===== src/rtl/tile_capture_pkg.sv =====
// Shared encodings and helpers for the tile capture selector.
// Imported by tile_sync and tile_capture_mux.
package tile_capture_pkg;

  localparam logic [1:0] MODE_DIRECT = 2'b00;
  localparam logic [1:0] MODE_SNAP   = 2'b01;
  localparam logic [1:0] MODE_SCAN   = 2'b10;

  typedef logic [2:0] state_t;

  localparam state_t ST_DIRECT  = 3'd0;
  localparam state_t ST_ARMED   = 3'd1;
  localparam state_t ST_CAPTURE = 3'd2;
  localparam state_t ST_HOLD    = 3'd3;
  localparam state_t ST_SCAN    = 3'd4;

  localparam int STABLE_TRIES = 4;

  // Index width for n items; never narrower than one bit.
  function automatic int sel_width(input int n);
    return (n < 2) ? 1 : $clog2(n);
  endfunction

endpackage


===== src/rtl/tile_sync.sv =====
// WIDTH-bit, STAGES-deep flop chain bringing an asynchronous bus into clk.
// Each bit is synchronised independently.
module tile_sync #(
  parameter int WIDTH  = 1,
  parameter int STAGES = 2
) (
  input  logic             clk,
  input  logic             rst_n,
  input  logic [WIDTH-1:0] d,
  output logic [WIDTH-1:0] q
);

  logic [WIDTH-1:0] chain [STAGES];

  // NOTE: sequential state uses non-blocking assignments so every stage
  // samples its predecessor's pre-edge value.
  always_ff @(posedge clk or negedge rst_n) begin
    if (!rst_n) begin
      for (int i = 0; i < STAGES; i++) chain[i] <= '0;
    end else begin
      chain[0] <= d;
      for (int i = 1; i < STAGES; i++) chain[i] <= chain[i-1];
    end
  end

  assign q = chain[STAGES-1];

endmodule


===== src/rtl/tile_capture_mux.sv =====
// Tile output selector: direct select, all-channel snapshot or round-robin scan.
// Define TILE_CAPTURE_STABLE_EN for multi-sample stable capture with sticky err_o.
module tile_capture_mux
  import tile_capture_pkg::*;
#(
  parameter int NUM_CH      = 4,
  parameter int DATA_W      = 8,
  parameter int SCAN_DWELL  = 16,
  parameter int SYNC_STAGES = 2,
  parameter int SEL_W       = sel_width(NUM_CH)
) (
  input  logic                     clk,
  input  logic                     rst_n,
  input  logic [NUM_CH*DATA_W-1:0] ch_data_i,
  input  logic [SEL_W-1:0]         sel_i,
  input  logic [1:0]               mode_i,
  input  logic                     trig_i,
  output logic [DATA_W-1:0]        data_o,
  output logic [SEL_W-1:0]         ch_o,
  output logic                     valid_o,
  output logic                     busy_o,
  output logic                     err_o
);

  localparam int CNT_W = sel_width(SCAN_DWELL);

  logic [DATA_W-1:0] sync_data [NUM_CH];
  logic [DATA_W-1:0] hold_q    [NUM_CH];
  logic              trig_s;
  logic              trig_d;
  logic              trig_pulse;
  state_t            state;
  state_t            ns;
  logic [SEL_W-1:0]  scan_ch;
  logic [CNT_W-1:0]  dwell;
  logic              sel_ok;
  logic              in_snap;
  logic              cap_active;
  logic              cap_done;

  for (genvar k = 0; k < NUM_CH; k++) begin : g_sync
    tile_sync #(.WIDTH(DATA_W), .STAGES(SYNC_STAGES)) u_sync (
      .clk   (clk),
      .rst_n (rst_n),
      .d     (ch_data_i[k*DATA_W +: DATA_W]),
      .q     (sync_data[k])
    );
  end

  tile_sync #(.WIDTH(1), .STAGES(SYNC_STAGES)) u_trig_sync (
    .clk   (clk),
    .rst_n (rst_n),
    .d     (trig_i),
    .q     (trig_s)
  );

  always_ff @(posedge clk or negedge rst_n) begin
    if (!rst_n) trig_d <= 1'b0;
    else        trig_d <= trig_s;
  end

  assign trig_pulse = trig_s & ~trig_d;
  assign sel_ok     = int'(sel_i) < NUM_CH;
  assign in_snap    = state inside {ST_ARMED, ST_CAPTURE, ST_HOLD};
  // A mode change away from snapshot aborts the capture before any hold write.
  assign cap_active = (state == ST_CAPTURE) && (mode_i == MODE_SNAP);

`ifdef TILE_CAPTURE_STABLE_EN
  logic [2:0]        cap_idx;
  logic [DATA_W-1:0] prev_q [NUM_CH];
  logic [NUM_CH-1:0] acc_q;
  logic [NUM_CH-1:0] match;
  logic              last_try;
  logic              err_q;

  always_comb begin
    match = acc_q;
    for (int k = 0; k < NUM_CH; k++)
      if (sync_data[k] == prev_q[k]) match[k] = 1'b1;
  end

  // Cycle 0 of CAPTURE takes the first sample; cycles 1..STABLE_TRIES compare.
  assign last_try = (cap_idx == 3'(STABLE_TRIES));
  assign cap_done = (cap_idx != 3'd0) && ((&match) || last_try);

  always_ff @(posedge clk or negedge rst_n) begin
    if (!rst_n) begin
      cap_idx <= 3'd0;
      acc_q   <= '0;
      err_q   <= 1'b0;
      for (int k = 0; k < NUM_CH; k++) prev_q[k] <= '0;
    end else begin
      cap_idx <= (cap_active && !cap_done) ? cap_idx + 3'd1 : 3'd0;
      if (cap_active) begin
        for (int k = 0; k < NUM_CH; k++) prev_q[k] <= sync_data[k];
        acc_q <= (cap_idx == 3'd0) ? '0 : match;
        if (last_try && !(&match)) err_q <= 1'b1;
      end
    end
  end

  assign err_o = err_q;
`else
  assign cap_done = 1'b1;
  assign err_o    = 1'b0;
`endif

  // NOTE: hold registers are a handful of flops, not a RAM, and must read as
  // zero after reset, so they take the async reset like any other state.
  always_ff @(posedge clk or negedge rst_n) begin
    if (!rst_n) begin
      for (int k = 0; k < NUM_CH; k++) hold_q[k] <= '0;
    end else if (cap_active) begin
      for (int k = 0; k < NUM_CH; k++) begin
`ifdef TILE_CAPTURE_STABLE_EN
        if ((cap_idx != 3'd0) && !acc_q[k] && (match[k] || last_try))
          hold_q[k] <= sync_data[k];
`else
        hold_q[k] <= sync_data[k];
`endif
      end
    end
  end

  // NOTE: ns gets a default before the case so no path leaves it unassigned
  // and no latch is inferred.
  always_comb begin
    ns = state;
    case (mode_i)
      MODE_SNAP: begin
        if (!in_snap)                 ns = ST_ARMED;
        else if (state == ST_CAPTURE) ns = cap_done ? ST_HOLD : ST_CAPTURE;
        else if (trig_pulse)          ns = ST_CAPTURE;
      end
      MODE_SCAN: ns = ST_SCAN;
      default:   ns = ST_DIRECT;
    endcase
  end

  // Outputs are computed for the state being entered, so a mode change
  // shows its new behaviour on the same edge.
  always_ff @(posedge clk or negedge rst_n) begin
    if (!rst_n) begin
      state   <= ST_DIRECT;
      data_o  <= '0;
      ch_o    <= '0;
      valid_o <= 1'b0;
      busy_o  <= 1'b0;
      scan_ch <= '0;
      dwell   <= '0;
    end else begin
      state   <= ns;
      busy_o  <= (ns == ST_CAPTURE) || (ns == ST_SCAN);
      valid_o <= 1'b0;
      case (ns)
        ST_DIRECT: begin
          data_o  <= sel_ok ? sync_data[sel_i] : '0;
          ch_o    <= sel_i;
          valid_o <= sel_ok;
        end
        ST_HOLD: begin
          if (state == ST_HOLD) begin
            data_o  <= sel_ok ? hold_q[sel_i] : '0;
            ch_o    <= sel_i;
            valid_o <= sel_ok;
          end
        end
        ST_SCAN: begin
          if (state != ST_SCAN) begin
            scan_ch <= '0;
            dwell   <= '0;
          end else if (dwell == CNT_W'(SCAN_DWELL - 1)) begin
            data_o  <= sync_data[scan_ch];
            ch_o    <= scan_ch;
            valid_o <= 1'b1;
            scan_ch <= (scan_ch == SEL_W'(NUM_CH - 1)) ? '0 : scan_ch + SEL_W'(1);
            dwell   <= '0;
          end else begin
            dwell <= dwell + CNT_W'(1);
          end
        end
        default: ;
      endcase
    end
  end

endmodule


===== config.mk =====
export PLATFORM = sky130hd
export DESIGN_NAME = tile_capture_mux
export DESIGN_NICKNAME = d
export VERILOG_FILES = /design/src/rtl/tile_capture_pkg.sv /design/src/rtl/tile_sync.sv /design/src/rtl/tile_capture_mux.sv
export SDC_FILE = /design/constraint.sdc
export NUM_CORES = 1
export LEC_CHECK = 0
export ABC_AREA = 1
export CORE_MARGIN = 3
export CORE_UTILIZATION = 56
export DETAILED_ROUTE_END_ITERATION = 10
export PLACE_DENSITY = 0.9
export SLEW_MARGIN = 10
export SYNTH_ARGS = -nofsm -noshare
export SYNTH_HDL_FRONTEND = slang
export SYNTH_SLANG_ARGS = --single-unit

===== constraint.sdc =====
create_clock -name clk -period 1.55 [get_ports clk]
set_input_delay 0.2325 -clock clk [delete_from_list [all_inputs] [get_ports clk]]
set_output_delay 0.2325 -clock clk [all_outputs]
set_load 0.01 [all_outputs]

==> impl_summary.txt <==
----------------------------------------------------
[Pwr]
  Max IR drop VDD ... 1153 uV
  Static Leak ... 3.113 nW
  Power per Cell Area ... 1216 nW/um^2

[Global routing]
  First-pass GRT wire length ... 19790 um
  Pin count of the biggest net entering global routing ... 71
  Vias in the first global route ... 4117
  Number of antenna violations at the first check in global routing ... 0
  Aggregate global-route resource usage ... 25.97%
  Global route overflow ... 0

[Critical path]
  Chain of cells forming the critical path ... clkdlybuf4s50_1 > buf_4 > ha_2 > inv_2 > nor2_4 > nand3_4 > nand2_2 > nor2_4 > buf_12 > nand2_1 > nand3_2 > nand2_1 > nand2_1
  Required time of the worst setup path ... 1.94 ns
  Slowest cell on crit path ... sky130_fd_sc_hd__clkdlybuf4s50_1
  CP Class ... in -> reg
  Worst path top cell family by delay ... buffers and inverters
  Setup crit end kind ... flop
  Startpoint type of the worst setup path ... input port
  Total buffers and inverters traversed by the critical path ... 4
  CP max stage delay ... 0.49 ns
  CP max FO ... 12
  Most prevalent standard cell on the critical path ... sky130_fd_sc_hd__nand2_1
  Crit path DAT ... 1.97 ns

[Clock network]
  Number of buffers inserted during clock tree synthesis ... 17
  Maximum level of the CTS H-tree ... 4
  Clock buffer depth ... 2
  Clk Latency, worst-skew pair ... 0.52 ns
  Count of clock tree sinks ... 120
  Root Driver ... sky130_fd_sc_hd__clkbuf_8
  Clock-pin transition on the worst setup and hold timing paths ... 0.06 ns
  Clock tree from TritonCTS ... yes

[Timing]
  Crit share post-route ... 101.9%
  Final Max Slew Viols ... 0
  Worst path setup slack after routing ... -0.02977 ns
  Unrepaired setup endpoints after global routing ... yes
  Endpoints failing setup ... 5
  Final-report hold violation count ... 0
  Final worst hold slack ... 0.1444 ns
  Final critical delay including setup and external delays ... 1.580 ns
  Highest clock frequency the design can meet ... 0.6330 GHz
  Clock skew after layout ... 0.01272 ns

[Detailed routing]
  Post-route DRC violation count ... 0
  Count of vias placed by the detailed router ... 4024
  Violation count after the first detailed-route iteration ... 308
  Number of nets still failing antenna checks after routing ... 0
  Via density per instance ... 5.740
  Routed length per placed instance ... 18.18 um
  First-pass detailed-route iteration total ... 5
  Drt total wl ... 12740 um

[Synthesis]
  Yosys synthesis warning count ... 0
  Synth cell types ... 31
  Avg Cell Area, Syn ... 9.892 sq um
  Largest family of logic cells by synthesized area ... simple AND/OR/NAND/NOR gates
  Fraction of the mapped netlist area in adder cells ... 1.030%
  Netlist Area Pre-Place ... 4857 sq um
  Total nets after synthesis ... 534
  Post-synthesis share of cell area spent on xor and xnor gates ... 0.1803%
  Async SR Flop Fraction ... 100.0%
  Register area share after synthesis ... 61.82%
  Area share of and/or/nand/nor cells after synthesis ... 16.02%
  Top_reg_cell synth ... sky130_fd_sc_hd__dfrtp_1
  Post-synth EDFFs ... 0
  Post-Synthesis Cells ... 491
  Post-synthesis compound-gate area fraction ... 12.85%
  Proportion of synthesized area in mux cells ... 1.623%
  Synthesized flop and latch total ... 120

[Die]
  Full die area ... 9827 sq um
  Number of ports placed on the die boundary ... 52
  Die boundary height ... 99.13 um
  Placement row count ... 33
  Standard cell core area ... 8299 sq um
  Chip Width ... 99.13 um
  Initial Utilization ... 58.53%

[Place]
  Final RePlAce weighted congestion ... 0.9143
  Count of buffers inserted at the top-level ports ... 50
  Worst slack at placement ... -0.6074 ns
  Instance count after placement with tap cells included ... 655
  HPWL after DPL ... 7760 um
  Placed cell area ... 5728 sq um

[Cells and area]
  Post-route insts no fill ... 701
  Layout net count ... 627
  Summed area of non-filler cells in the final layout ... 6526 sq um
  Commonest cells after routing, fill and taps aside ... sky130_fd_sc_hd__dfrtp_1, sky130_fd_sc_hd__o21ai_0, sky130_fd_sc_hd__nand2_1
  Area overhead of the layout relative to synthesis ... 34.36%
  Most common cell after layout, fill and taps aside ... sky130_fd_sc_hd__dfrtp_1
  Fraction of final layout cells sized beyond drive strength 1 ... 21.98%
  Count of fill cells added during filler insertion ... 466
  Total inserted antenna cells ... 0

[Status]
  Violated checks ... setup timing
  Run status ... finished, violations left

[Min path]
  Class of the tightest hold or removal check ... in -> reg

[Job]
  Total of max-cap violations ... 0

----------------------------------------------------
==> per-stage QoR <==
step,TNS [ns],total power [W],util (%)
finish,-0.1070,0.007933,78.64
global placement,-20.83,0.004203,69.02
floorplan,0,0.003793,-
global route,-0.6636,0.008220,78.64
detailed placement,-23.11,0.004241,69.02
CTS,0,0.007893,76.32
==> state kept, by name, summed over array words and instances, names as in the netlist <==
register             cells
ch_o                     2
data_o                   8
valid_o                  1
g_sync.u_sync.chain     32
hold_q                  32
u_trig_sync.q            1
trig_d                   1
scan_ch                  2
g_sync.u_sync.q         32
u_trig_sync.chain        1
state                    3
busy_o                   1
dwell                    4
==> metal layers <==
metal  vias up  global-route usage [%]  wire (um)
met3        55                   6.171        800
met2       222                   44.83       6735
met1      1940                   29.96       4754
li1       1807                       -          -
met4         0                   13.76        453
met5         -                       0          0
==> layout make-up <==
type                            count  area (sq um)  share of cell area [%]
Clock buffer                       20         445.4                   6.825
Inverter                           43         171.4                   2.627
Clock inverter                     11         113.9                   1.745
Tap cell                          105         131.4                   2.013
Timing Repair Buffer              101          1008                   15.45
Multi-Input combinational cell    301          1652                   25.31
Sequential cell                   120          3004                   46.03
==> kinds of logic (layout without fill, tap and decap cells) <==
kind of cell | count (synthesis) | in the layout
other | 1 | 1
flip-flops | 120 | 120
adder cells (fa/ha/maj) | 4 | 4
buffers and inverters | 71 | 175
AND/OR/NAND/NOR | 164 | 165
XOR/XNOR | 1 | 1
AO/OA/AOI/OAI | 123 | 123
multiplexers | 7 | 7
==> power breakdown <==
group	internal (W)	switching, W	total (W)
combinational	0.000380	0.000461	0.000841
clock	0.00223	0.00144	0.00367
sequential	0.00332	0.000105	0.00342
total	0.00592	0.00201	0.00793
==> worst register-to-register path, cell delays in order (launching register included) <==
cell and delay (ns):
sky130_fd_sc_hd__dfrtp_1 0.42, sky130_fd_sc_hd__nor2_2 0.17, sky130_fd_sc_hd__nor2_2 0.08, sky130_fd_sc_hd__nand3_4 0.10, sky130_fd_sc_hd__buf_6 0.14, sky130_fd_sc_hd__nand3_4 0.13
sky130_fd_sc_hd__buf_4 0.19, sky130_fd_sc_hd__nor3_2 0.16, sky130_fd_sc_hd__nor3b_2 0.07
==> synthesized netlist by cell type, drive strengths merged (2+ instances only) <==
master  count  area [sq um]
nand2      84         337.8
o31ai       2         15.01
ha          4         50.05
mux2        7         78.83
nand4      10         62.56
a21oi      32         160.2
nor3        2         10.01
dfrtp     120          3003
nor2       33         148.9
clkbuf      9         33.78
inv        42         157.7
nand3      33         200.2
o21ai      87         435.4
buf        19         115.1
==> worst paths after layout <==
path,start,end,slack (ns),depth (start not counted)
max,mode_i[0],data_o[5],-0.03,13
min,ch_data_i[31],g_sync[3].u_sync.chain[15],0.14,1
max reg2reg,state[1],dwell[3],-0.02,8
min reg2reg,g_sync[0].u_sync.chain[9],g_sync[0].u_sync.q[1],0.34,0
max in group asynchronous,rst_n,hold_q[16],0.97,3
min in group asynchronous,rst_n,dwell[2],0.26,3
==> timing repair <==
action	CTS	global route
pin swaps	1	5
setup endpoints to repair	23	41
gates resized for setup	15	31
endpoints found under the hold margin	120	0
hold buffers	1	0
buffers inserted	3	10
cloned	1	0
Power figures use the tool's default switching activity.
